$ cat src/rtl/multicycle_control.sv
// Multicycle RISC-V control unit: Moore FSM sequencing fetch/decode/execute
// plus combinational immediate-select and ALU-operation decode.
module multicycle_control (
  input  logic       clk_i,
  input  logic       reset_i,
  input  logic [6:0] op_i,
  input  logic [2:0] funct3_i,
  input  logic       funct7b5_i,
  input  logic       zero_i,
  output logic [2:0] immsrc_o,
  output logic [1:0] alusrca_o,
  output logic [1:0] alusrcb_o,
  output logic [1:0] resultsrc_o,
  output logic       adrsrc_o,
  output logic       irwrite_o,
  output logic       pcwrite_o,
  output logic       regwrite_o,
  output logic       memwrite_o,
  output logic [2:0] alucontrol_o,
  output logic [3:0] state_o,
  output logic       illegal_o
);

  typedef enum logic [3:0] {
    S_FETCH    = 4'd0,
    S_DECODE   = 4'd1,
    S_MEMADR   = 4'd2,
    S_MEMREAD  = 4'd3,
    S_MEMWB    = 4'd4,
    S_MEMWRITE = 4'd5,
    S_EXECUTER = 4'd6,
    S_ALUWB    = 4'd7,
    S_EXECUTEI = 4'd8,
    S_JAL      = 4'd9,
    S_BEQ      = 4'd10,
    S_LUI      = 4'd11,
    S_ERROR    = 4'd12
  } state_t;

  localparam logic [6:0] OP_LW   = 7'b0000011;
  localparam logic [6:0] OP_SW   = 7'b0100011;
  localparam logic [6:0] OP_R    = 7'b0110011;
  localparam logic [6:0] OP_I    = 7'b0010011;
  localparam logic [6:0] OP_JAL  = 7'b1101111;
  localparam logic [6:0] OP_BEQ  = 7'b1100011;
  localparam logic [6:0] OP_LUI  = 7'b0110111;

  state_t     state_q, state_d;
  logic [2:0] alu_dec;
  logic       irwrite_raw, pcwrite_raw, regwrite_raw, memwrite_raw;

  always_ff @(posedge clk_i or posedge reset_i) begin
    if (reset_i) state_q <= S_FETCH;
    else         state_q <= state_d;
  end

  always_comb begin
    state_d = S_FETCH;
    case (state_q)
      S_FETCH:  state_d = S_DECODE;
      S_DECODE: begin
        case (op_i)
          OP_LW, OP_SW: state_d = S_MEMADR;
          OP_R:         state_d = S_EXECUTER;
          OP_I:         state_d = S_EXECUTEI;
          OP_JAL:       state_d = S_JAL;
          OP_BEQ:       state_d = S_BEQ;
          OP_LUI:       state_d = S_LUI;
          default:      state_d = S_ERROR;
        endcase
      end
      S_MEMADR:   state_d = (op_i == OP_LW) ? S_MEMREAD : S_MEMWRITE;
      S_MEMREAD:  state_d = S_MEMWB;
      S_EXECUTER, S_EXECUTEI, S_JAL: state_d = S_ALUWB;
      S_ERROR:    state_d = S_ERROR;
      default:    state_d = S_FETCH;
    endcase
  end

  // sub only for R-type (op[5]) with funct7b5; addi ignores funct7b5
  always_comb begin
    alu_dec = 3'b000;
    case (funct3_i)
      3'b000:  alu_dec = (op_i[5] & funct7b5_i) ? 3'b001 : 3'b000;
      3'b010:  alu_dec = 3'b101;
      3'b110:  alu_dec = 3'b011;
      3'b111:  alu_dec = 3'b010;
      default: alu_dec = 3'b000;
    endcase
  end

  always_comb begin
    case (op_i)
      OP_SW:   immsrc_o = 3'b001;
      OP_BEQ:  immsrc_o = 3'b010;
      OP_JAL:  immsrc_o = 3'b011;
      OP_LUI:  immsrc_o = 3'b100;
      default: immsrc_o = 3'b000;
    endcase
  end

  always_comb begin
    alusrca_o    = 2'b00;
    alusrcb_o    = 2'b00;
    resultsrc_o  = 2'b00;
    adrsrc_o     = 1'b0;
    alucontrol_o = 3'b000;
    irwrite_raw  = 1'b0;
    pcwrite_raw  = 1'b0;
    regwrite_raw = 1'b0;
    memwrite_raw = 1'b0;
    case (state_q)
      S_FETCH: begin
        alusrcb_o   = 2'b10;
        resultsrc_o = 2'b10;
        irwrite_raw = 1'b1;
        pcwrite_raw = 1'b1;
      end
      S_DECODE: begin
        alusrca_o = 2'b01;
        alusrcb_o = 2'b01;
      end
      S_MEMADR: begin
        alusrca_o = 2'b10;
        alusrcb_o = 2'b01;
      end
      S_MEMREAD: adrsrc_o = 1'b1;
      S_MEMWB: begin
        resultsrc_o  = 2'b01;
        regwrite_raw = 1'b1;
      end
      S_MEMWRITE: begin
        adrsrc_o     = 1'b1;
        memwrite_raw = 1'b1;
      end
      S_EXECUTER: begin
        alusrca_o    = 2'b10;
        alucontrol_o = alu_dec;
      end
      S_EXECUTEI: begin
        alusrca_o    = 2'b10;
        alusrcb_o    = 2'b01;
        alucontrol_o = alu_dec;
      end
      S_ALUWB: regwrite_raw = 1'b1;
      S_JAL: begin
        alusrca_o   = 2'b01;
        alusrcb_o   = 2'b10;
        pcwrite_raw = 1'b1;
      end
      S_BEQ: begin
        alusrca_o    = 2'b10;
        alucontrol_o = 3'b001;
        pcwrite_raw  = zero_i;
      end
      S_LUI: begin
        resultsrc_o  = 2'b11;
        regwrite_raw = 1'b1;
      end
      default: ;
    endcase
  end

  // FETCH is the reset state, so its enables must be masked while reset is held
  assign irwrite_o  = irwrite_raw  & ~reset_i;
  assign pcwrite_o  = pcwrite_raw  & ~reset_i;
  assign regwrite_o = regwrite_raw & ~reset_i;
  assign memwrite_o = memwrite_raw & ~reset_i;
  assign state_o    = state_q;
  assign illegal_o  = (state_q == S_ERROR);

endmodule
$ cat config.mk
export PLATFORM = sky130hd
export DESIGN_NAME = multicycle_control
export DESIGN_NICKNAME = d
export VERILOG_FILES = /design/src/rtl/multicycle_control.sv
export SDC_FILE = /design/constraint.sdc
export NUM_CORES = 1
export LEC_CHECK = 0
export CAP_MARGIN = 20
export CORE_MARGIN = 3
export CORE_UTILIZATION = 41
export DETAILED_ROUTE_END_ITERATION = 16
export HOLD_SLACK_MARGIN = 0.03
export PLACE_DENSITY_LB_ADDON = 0.15
export SYNTH_ARGS = -nofsm -noshare
export SYNTH_HDL_FRONTEND = slang
export SYNTH_SLANG_ARGS = --single-unit
$ cat constraint.sdc
create_clock -name clk_i -period 3.2 [get_ports clk_i]
set_clock_uncertainty 0.05 [all_clocks]
set_input_delay 0.64 -clock clk_i [delete_from_list [all_inputs] [get_ports clk_i]]
set_output_delay 0.64 -clock clk_i [all_outputs]
set_load 0.05 [all_outputs]
==> impl_metrics.toml <==
[run_status]
status = "finished clean"

[layout]
fill_cells = 112
area_growth_pct = 61.03
largest_register_ffs = 4
multi_input_area_sq_um = 489.2
nets = 148
regArea_sq_um = 100.1
drive_above_1_share_pct = 15.91
antenna_cells = 0

[setup_path]
worstPathMaxFanout = 9
path_class = "in2out"
cp-start-kind = "input port"
cp_slowest_cell = "clkdlybuf4s50_1"
cp.arrival_ps = 2260
cp.required_ps = 2510
crit_chain = "clkdlybuf4s50_1 > or3_4 > a211oi_1 > buf_12"
crit_path_end_kind = "output port"
slowest_delay_ps = 580
r2r_cells = 3

[logic_synthesis]
synth_top_area_share_pct = 15.21
syn_area_per_cell_sq_um = 6.581
synth_edf_count = 0
synthFlopType = "dfrtp_1"
synth_most_common_cell = "nor2_1"
synthArstFlopShare_pct = 100.0
synth.distinct_cells = 39
yosysSeqAreaShare_pct = 15.21
synth_common_cells = "15 x nor2_1, 13 x nand2_1, 6 x clkbuf_1, 6 x nor3_1, 5 x a21oi_1"
yosys-top-cells-area = "dfrtp_1 15%, nor2_1 8.6%, nand2_1 7.4%, nor3_1 4.6%, a21oi_1 3.8%"
netlist_area_sq_um = 658.1
ys_warn_count = 0
synth_top_area_cell = "dfrtp_1"
ys_ff_latch = 4
syn-num-nets = 114
syn_inst = 100

[sta]
finalSetupViolations = 0
rsz0062_at_grt = "false"
finalMaxSlewViolations = 0
finalHoldViolations = 0
fmax_mhz = 339.3
post-route-period-util_pct = 92.09
fin_ws_ps = 253.0
tns_ps = 0
worstMarginPinSlew_ps = 522.8
slew-limit-headroom_pct = 65.04
min_period_ps = 2947

[grt]
gr-total-overflow = 0
first_global_vias = 779
antenna_found_initial = 0
grt_max_degree = 18
grt.total_usage_pct = 20.67
grt_pass1_wl_um = 3194

[placement]
routabilityCongestion = 0.7790
portBuffers = 35
dp_hpwl_um = 1515
pre_cts_slack_ps = 273.0

[floorplanning]
die_h_um = 46.07
die_width_um = 46.07
initial_core_util_pct = 47.05
io-pin-count = 36
coreArea_sq_um = 1399
die_area_sq_um = 2122
rows = 13

[routing]
vias_per_cell = 5.721
first_iter_violations = 20
wirelength_um = 1900
drc = 0
vias = 841
wl_per_cell_um = 12.93
detail-route-antenna-nets = 0
firstDrtPassIters = 4

[cts]
htree_levels = 1
cts_buffer_depth = 2
post_cts_resized = 0
postCtsSetupRepairBufs = 0
path_clk_slew_ps = 30
cts_tree = "built"
clk_latency_ps = 230
cts.sinks = 4
cts_made_buffers = 3
cts-root-buf = "clkbuf_4"
hold_buffers = 0

[power]
total_power_mw = 1.103
p_leak_nw = 0.4095
peakVddDrop_uv = 480.0
power.density_nw_per_um2 = 1040

[worst_hold_path]
min_path_cells = 2
hold_path.class = "reg2reg"

[job]
maxCapViolCount = 0
## worst paths after layout
kind / endpoint / slack (ps) / startpoint
max in group asynchronous: state_o[3]$_DFF_PP0_ / 2260 / reset_i
min in group asynchronous: state_o[2]$_DFF_PP0_ / 680 / reset_i
worst max-delay path: immsrc_o[0] / 250 / op_i[3]
worst min-delay path: state_o[3]$_DFF_PP0_ / 600 / state_o[1]$_DFF_PP0_
worst max register to register: state_o[3]$_DFF_PP0_ / 1820 / state_o[0]$_DFF_PP0_
worst min register to register: state_o[3]$_DFF_PP0_ / 600 / state_o[1]$_DFF_PP0_
## metal layers
| layer | up-vias | wire (um) | track usage, % |
|---|---|---|---|
| met4 | 0 | 64 | 16.48 |
| met1 | 374 | 771 | 23.19 |
| met3 | 8 | 123 | 3.125 |
| met2 | 37 | 941 | 34.07 |
| li1 | 422 | - | - |
| met5 | - | 0 | 0 |
## cell usage in the layout, fill, tap and decap left out, types with 2 or more instances in the layout
cell type	instances
a21oi_1	5
a31oi_1	3
and2b_1	2
buf_12	4
buf_4	9
clkbuf_4	3
clkdlybuf4s50_1	27
dfrtp_1	4
inv_1	3
nand2_1	13
nand2b_1	2
nand3_1	4
nand3b_1	2
nor2_1	15
nor2b_1	4
nor3_1	6
o21ai_0	2
o31ai_1	2
xnor2_1	2
## logic make-up after synthesis
group                     Yosys count  share of synthesized area, %
AOI/OAI and AO/OA                  21                         21.67
xor gates and xnor gates            3                         3.993
buffers and inverters              14                         11.41
DFF                                 4                         15.21
muxes                               1                         1.711
and+or+nand+nor                    57                         46.01
## critical path: cells and delay by family
kind / cells / cell delay (ps)
compound gates: 1 / 370
buf+inv: 2 / 770
simple gates: 1 / 470
## where the power goes
group	switching (mW)	internal (mW)
sequential	0.0401	0.0740
combinational	0.607	0.320
clock	0.0192	0.0418
## per-stage QoR
step,util [%],instance area [sq um],hold WS [ps],cells
2_1_floorplan,-,664.4,356.1,100
3_3_place_gp,74.15,1037,585.8,144
3_5_place_dp,74.15,1037,595.4,144
4_1_cts,75.76,1060,599.5,147
5_1_grt,75.76,1060,633.5,147
6_report,75.76,1060,601.2,147
## area by class of cell
| cell class | instances | area share [%] |
|---|---|---|
| multi-input cells | 82 | 46.16 |
| repair buffers | 40 | 39.43 |
| flip-flops and latches | 4 | 9.445 |
| clock buffers | 3 | 2.125 |
| well taps | 15 | 1.771 |
| inverters | 3 | 1.063 |
(Power assumes the default switching activity.)
